<file path="config.mk">
export PLATFORM = sky130hd
export DESIGN_NAME = mem_sig_monitor
export DESIGN_NICKNAME = d
export VERILOG_FILES = /design/src/rtl/mem_sig_monitor_pkg.sv /design/src/rtl/mem_sig_fifo.sv /design/src/rtl/mem_sig_monitor.sv
export SDC_FILE = /design/constraint.sdc
export NUM_CORES = 1
export LEC_CHECK = 0
export ABC_AREA = 1
export CAP_MARGIN = 15
export CORE_MARGIN = 1
export CORE_UTILIZATION = 52
export DETAILED_ROUTE_END_ITERATION = 12
export PLACE_DENSITY = 0.75
export REMOVE_ABC_BUFFERS = 1
export SETUP_SLACK_MARGIN = 0.3
export SLEW_MARGIN = 40
export SYNTH_ARGS = -nofsm -noshare
export SYNTH_HDL_FRONTEND = slang
export SYNTH_SLANG_ARGS = --single-unit
</file>
<file path="constraint.sdc">
create_clock -name clk_i -period 9.35 [get_ports clk_i]
set_input_delay 2.805 -clock clk_i [delete_from_list [all_inputs] [get_ports clk_i]]
set_output_delay 2.805 -clock clk_i [all_outputs]
set_load 0.01 [all_outputs]
</file>
<file path="src/rtl/mem_sig_monitor_pkg.sv">
// Shared types and address map for the data-memory signalling monitor.
package mem_sig_monitor_pkg;

  localparam logic [31:0] ADDR_STOP_SIG = 32'h0000_0000;
  localparam logic [31:0] ADDR_TRAP_SIG = 32'h0000_0008;
  localparam logic [31:0] ADDR_INT_DUMP = 32'h0000_0010;
  localparam logic [31:0] ADDR_FP_DUMP  = 32'h0000_0018;

  localparam int DUMP_DATA_W = 64;

  typedef struct packed {
    logic                   is_float;
    logic [4:0]             idx;
    logic [DUMP_DATA_W-1:0] data;
  } dump_rec_t;

  typedef enum logic [1:0] {
    REASON_NONE   = 2'd0,
    REASON_STOP   = 2'd1,
    REASON_TRAP   = 2'd2,
    REASON_SIMLEN = 2'd3
  } stop_reason_e;

  typedef enum logic [1:0] {
    ST_RUN   = 2'd0,
    ST_DRAIN = 2'd1,
    ST_DONE  = 2'd2
  } mon_state_e;

  // Register index walk: 31 wraps back to the first loggable register.
  function automatic logic [4:0] next_idx(input logic [4:0] idx, input logic [4:0] wrap_to);
    return (idx == 5'd31) ? wrap_to : idx + 5'd1;
  endfunction

endpackage

</file>
<file path="src/rtl/mem_sig_fifo.sv">
// Generic sync FIFO of type T; head is read from flops, pushed data is visible one cycle later.
// Push when full is refused unless a pop happens in the same cycle; pop_dat is zero while empty.
module mem_sig_fifo #(
  parameter type T     = logic,
  parameter int  DEPTH = 8
) (
  input  logic clk,
  input  logic rst,
  input  logic push_vld,
  input  T     push_dat,
  input  logic pop_rdy,
  output T     pop_dat,
  output logic full,
  output logic empty
);

  localparam int AW = $clog2(DEPTH);

  T               mem [DEPTH];
  logic [AW-1:0]  rd_ptr;
  logic [AW-1:0]  wr_ptr;
  logic [AW:0]    count;
  logic           do_push;
  logic           do_pop;

  assign empty   = (count == '0);
  assign full    = (count == (AW+1)'(DEPTH));
  assign do_pop  = pop_rdy && !empty;
  assign do_push = push_vld && (!full || do_pop);

  always_ff @(posedge clk) begin
    if (rst) begin
      rd_ptr <= '0;
      wr_ptr <= '0;
      count  <= '0;
    end else begin
      if (do_push) wr_ptr <= wr_ptr + AW'(1);
      if (do_pop)  rd_ptr <= rd_ptr + AW'(1);
      case ({do_push, do_pop})
        2'b10:   count <= count + (AW+1)'(1);
        2'b01:   count <= count - (AW+1)'(1);
        default: ;
      endcase
    end
  end

  always_ff @(posedge clk) begin
    if (do_push) mem[wr_ptr] <= push_dat;
  end

  always_comb begin
    pop_dat = '0;
    if (!empty) pop_dat = mem[rd_ptr];
  end

endmodule

</file>
<file path="src/rtl/mem_sig_monitor.sv">
// Decodes stop/trap/dump writes on the data-memory port; done after a STOP_DELAY drain, dumps buffered
// with valid/ready (record visible one cycle after capture, dropped + dump_ovf_o when full). MEM_SIG_MONITOR_SIMLEN_EN adds the cycle limit.
module mem_sig_monitor
  import mem_sig_monitor_pkg::*;
#(
  parameter int ADDR_WIDTH      = 32,
  parameter int DATA_WIDTH      = 64,
  parameter int STOP_DELAY      = 50,
  parameter int DUMP_FIFO_DEPTH = 8
) (
  input  logic                  clk_i,
  input  logic                  rst_i,
  input  logic                  data_mem_req_i,
  input  logic                  data_mem_we_i,
  input  logic [ADDR_WIDTH-1:0] data_mem_addr_i,
  input  logic [DATA_WIDTH-1:0] data_mem_wdata_i,
  input  logic                  dontstop_on_trap_i,
  input  logic [31:0]           simlen_i,
  output logic                  trap_seen_o,
  output logic                  done_o,
  output logic [1:0]            reason_o,
  output logic                  dump_valid_o,
  input  logic                  dump_ready_i,
  output logic                  dump_is_float_o,
  output logic [4:0]            dump_idx_o,
  output logic [DATA_WIDTH-1:0] dump_data_o,
  output logic                  dump_ovf_o
);

  mon_state_e             state;
  stop_reason_e           reason_q;
  logic [31:0]            drain_cnt;
  logic [4:0]             int_idx;
  logic [4:0]             fp_idx;
  logic                   done_q;
  logic                   trap_seen_q;
  logic                   ovf_q;
  logic                   wr_vld;
  logic                   hit_stop;
  logic                   hit_trap;
  logic                   hit_int;
  logic                   hit_fp;
  logic                   simlen_hit;
  logic                   decode_en;
  logic                   push_vld;
  logic                   fifo_full;
  logic                   fifo_empty;
  dump_rec_t              push_rec;
  dump_rec_t              head_rec;
  logic [DUMP_DATA_W-1:0] wdata_ext;

  assign wr_vld    = data_mem_req_i && data_mem_we_i;
  assign hit_stop  = wr_vld && (data_mem_addr_i == ADDR_WIDTH'(ADDR_STOP_SIG));
  assign hit_trap  = wr_vld && (data_mem_addr_i == ADDR_WIDTH'(ADDR_TRAP_SIG));
  assign hit_int   = wr_vld && (data_mem_addr_i == ADDR_WIDTH'(ADDR_INT_DUMP));
  assign hit_fp    = wr_vld && (data_mem_addr_i == ADDR_WIDTH'(ADDR_FP_DUMP));
  assign wdata_ext = DUMP_DATA_W'(data_mem_wdata_i);

`ifdef MEM_SIG_MONITOR_SIMLEN_EN
  logic [31:0] cycle_cnt;

  always_ff @(posedge clk_i) begin
    if (rst_i) begin
      cycle_cnt <= '0;
    end else if (state == ST_RUN && cycle_cnt != 32'hFFFF_FFFF) begin
      cycle_cnt <= cycle_cnt + 32'd1;
    end
  end

  assign simlen_hit = (state == ST_RUN) && (simlen_i != 32'd0) && (cycle_cnt == simlen_i - 32'd1);
`else
  logic unused_simlen;
  assign unused_simlen = ^simlen_i;
  assign simlen_hit    = 1'b0;
`endif

  // The simlen edge swallows any write that lands on it.
  assign decode_en = (state == ST_RUN) && !simlen_hit;

  always_comb begin
    push_rec = '0;
    push_vld = 1'b0;
    if (decode_en && hit_int) begin
      push_vld          = 1'b1;
      push_rec.is_float = 1'b0;
      push_rec.idx      = int_idx;
      push_rec.data     = wdata_ext & DUMP_DATA_W'(32'hFFFF_FFFF);
    end else if (decode_en && hit_fp) begin
      push_vld          = 1'b1;
      push_rec.is_float = 1'b1;
      push_rec.idx      = fp_idx;
      push_rec.data     = wdata_ext;
    end
  end

  always_ff @(posedge clk_i) begin
    if (rst_i) begin
      state       <= ST_RUN;
      drain_cnt   <= '0;
      done_q      <= 1'b0;
      reason_q    <= REASON_NONE;
      trap_seen_q <= 1'b0;
      ovf_q       <= 1'b0;
      int_idx     <= 5'd1;
      fp_idx      <= 5'd0;
    end else begin
      // A full FIFO is never empty, so only a missing ready makes the push drop.
      if (push_vld && fifo_full && !dump_ready_i) ovf_q <= 1'b1;
      if (decode_en && hit_int) int_idx <= next_idx(int_idx, 5'd1);
      if (decode_en && hit_fp)  fp_idx  <= next_idx(fp_idx, 5'd0);

      case (state)
        ST_RUN: begin
          if (simlen_hit) begin
            state    <= ST_DONE;
            done_q   <= 1'b1;
            reason_q <= REASON_SIMLEN;
          end else if (hit_stop) begin
            state     <= ST_DRAIN;
            drain_cnt <= 32'(STOP_DELAY);
            reason_q  <= REASON_STOP;
          end else if (hit_trap) begin
            trap_seen_q <= 1'b1;
            if (!dontstop_on_trap_i) begin
              state     <= ST_DRAIN;
              drain_cnt <= 32'(STOP_DELAY);
              reason_q  <= REASON_TRAP;
            end
          end
        end
        ST_DRAIN: begin
          if (drain_cnt == 32'd0) begin
            state  <= ST_DONE;
            done_q <= 1'b1;
          end else begin
            drain_cnt <= drain_cnt - 32'd1;
          end
        end
        ST_DONE: ;
        default: state <= ST_RUN;
      endcase
    end
  end

  mem_sig_fifo #(
    .T     (dump_rec_t),
    .DEPTH (DUMP_FIFO_DEPTH)
  ) u_dump_fifo (
    .clk      (clk_i),
    .rst      (rst_i),
    .push_vld (push_vld),
    .push_dat (push_rec),
    .pop_rdy  (dump_ready_i),
    .pop_dat  (head_rec),
    .full     (fifo_full),
    .empty    (fifo_empty)
  );

  assign trap_seen_o     = trap_seen_q;
  assign done_o          = done_q;
  assign reason_o        = reason_q;
  assign dump_ovf_o      = ovf_q;
  assign dump_valid_o    = !fifo_empty;
  assign dump_is_float_o = head_rec.is_float;
  assign dump_idx_o      = head_rec.idx;
  assign dump_data_o     = DATA_WIDTH'(head_rec.data);

endmodule

</file>
==> flow_summary.toml <==
[worst_setup_path]
max_stage_delay_ns = 0.72
crit_family = "buffers and inverters"
crit_path_top_delay_cell = "buf_6"
worstPathMaxFanout = 113
path_buf_inv = 2
worstPathArrival_ns = 3.65
r2r-start = "state[0]"
critPathKind = "reg2out"
start_kind = "flop"
crit_required_ns = 6.55
cpMostUsedCell = "o21ai_0"
worst_setup_path_end_kind = "output pin"
worstPathCellList = "buf_6, o21ai_0, o22ai_1, o21ai_0, a31oi_1, clkdlybuf4s50_1"

[clock_tree]
postCtsResizedCells = 0
post_cts_buffers = 0
numCtsBuffers = 59
h-tree-depth = 2
clock-sinks = 622
tritoncts = "yes"
clk-insertion-delay-late_ns = 0.62
cts.path.max_buffers = 3
cts_hold_buf = 0
clk_pin_slew_ns = 0.06
root_buffer = "clkbuf_16"

[logic_synthesis]
synth-xor-area-share = 0.00949
synth-compound-area-share = 0.116
syn_inst = 2311
synth_top_family_by_area = "simple AND/OR/NAND/NOR gates"
ys_warn_count = 0
ys_ff_latch = 622
synth_area_leader_cell = "edfxtp_1"
synth-edff-count = 560
yosysSeqAreaShare = 0.699
postSynth.asyncResetShare = 0
synthTopCellsByArea = "edfxtp_1 (65%), nor2_1 (8.9%), o21ai_0 (6.7%)"
synth_area_um2 = 25800
syn_area_per_cell_um2 = 11.2
synth.distinct_cells = 42
synthSimpleGateAreaFrac = 0.130
synthMuxAreaShare = 0
synthAdderAreaFrac = 0.00436
synth-main-ff-cell = "edfxtp_1"
synth_top_area_frac = 0.651

[timing]
worst_pin_slew_ns = 0.845
relSlewSlack = 0.436
fin_skew_ns = 0.0215
setup_viol_count_final = 0
final.min_clock_period_ns = 6.45
post-route-period-util = 0.690
rsz0062_at_grt = "no"
fmax_mhz = 155
hold_viol_final = 0
setup_ws_ns = 2.90
slew_violations = 0

[outcome]
status = "finished clean"

[floorplanning]
die_x_um = 225
coreArea_um2 = 49000
rows = 81
die-area_um2 = 50600
die_h_um = 225
ios = 210
start_util = 0.528

[job]
maxCapViolCount = 0

[final_layout]
layout_common_cells = "nor2_1 (615), edfxtp_1 (560), o21ai_0 (346)"
fin_cells = 3150
nFillCells = 3712
area_growth_pct = 16.9
diodes = 0
mostFrequentLayoutCell = "nor2_1"
layout.nets = 2579
final_layout_size_suffix_gt1_frac = 0.0628

[drt]
drc = 0
drt_pass1_iterations = 6
vias = 17800
routed_via_density = 5.66
first_iter_violations = 1842
ant_nets = 0
drt-total-wl_um = 59100
wl_per_cell_um = 18.8

[global_routing]
grt-ovfl-total = 0
grt_pass1_wl_um = 91500
grt_usage = 0.233
grt_pass1_vias = 17100
grt_max_degree = 162
antenna_found_initial = 0

[place]
place_ws_ns = 3.42
dp_hpwl_um = 29800
placed_cells_incl_taps = 3039
numPortBuffers = 177
place.gp.congestion = 0.872

[pwr]
ir_worst_vdd_v = 0.000184
power_density_nw_per_um2 = 239
p_leak_nw = 11.4

[worst_hold_path]
worstHoldStart = "reason_o[0]"
hp-class = "reg2reg"
==> sequential cells by signal, summed over array words and instances (netlist names), named ones only <==
name	cells
u_dump_fifo.mem	560
drain_cnt	32
fp_idx	5
int_idx	5
u_dump_fifo.count	4
u_dump_fifo.rd_ptr	3
u_dump_fifo.wr_ptr	3
reason_o	2
state	2
done_o	1
dump_ovf_o	1
trap_seen_o	1
==> where the power goes <==
group	total (W)	switching, W	internal, W
logic	0.00172	0.00109	0.000630
clock network	0.00245	0.00101	0.00144
registers	0.00305	0.0000540	0.00300
total	0.00722	0.00215	0.00507
==> cells by family after synthesis <==
logic type	after synthesis
AND/OR/NAND/NOR	836
flip-flops	622
AO/OA/AOI/OAI	557
buffers and inverters	259
XOR/XNOR	28
adder cells (fa/ha/maj)	9
==> tightest hold or removal path, cell delays in order, from the launching register on <==
cell and delay, ns:
dfxtp_1 0.31, inv_1 0.05, a21oi_1 0.06
==> area by class of cell <==
| class | instances | area, µm² | share of cell area |
|---|---|---|---|
| sequential | 622 | 18100 | 0.598 |
| clock buffer | 73 | 1570 | 0.0520 |
| multi-input combinational | 1430 | 6750 | 0.223 |
| inverter | 122 | 488 | 0.0162 |
| clock inverter | 38 | 432 | 0.0143 |
| timing repair buffer | 201 | 2080 | 0.0687 |
| tap | 664 | 831 | 0.0275 |
==> worst paths after layout <==
kind | to | slack, ns | cells past startpoint
worst max-delay path | dump_idx_o[0] | 2.90 | 6
worst max register to register | u_dump_fifo.mem[6][37] | 6.42 | 11
worst min-delay path | reason_o[0] | 0.46 | 2
worst min register to register | reason_o[0] | 0.46 | 2
==> per-layer routing <==
metal | vias to the layer above | GRT usage | part of all wire
li1 | 8388 | - | -
met1 | 8626 | 0.310 | 0.41
met2 | 735 | 0.391 | 0.49
met3 | 93 | 0.0346 | 0.078
met4 | 0 | 0.0794 | 0.025
met5 | - | 0 | 0
==> synth_stat cells, types with 29 or more instances <==
| master | number |
|---|---|
| a21oi_1 | 42 |
| a31oi_1 | 70 |
| buf_2 | 29 |
| clkbuf_1 | 91 |
| dfxtp_1 | 62 |
| edfxtp_1 | 560 |
| inv_1 | 115 |
| nand2_1 | 121 |
| nand3_1 | 54 |
| nor2_1 | 615 |
| o21ai_0 | 346 |
| o22ai_1 | 72 |
==> per-stage QoR <==
stage	utilization	area [µm²]	hold WS, ns	setup TNS (ns)	power [W]
6_report	0.617	30200	0.462	0	0.00722
3_5_place_dp	0.576	28200	0.450	0	0.00482
3_3_place_gp	0.574	28100	0.434	0	0.00474
4_1_cts	0.617	30200	0.461	0	0.00725
5_1_grt	0.617	30200	0.483	0	0.00754
2_1_floorplan	-	25200	0.433	-182.24	0.00422
(Power assumes the default switching activity.)
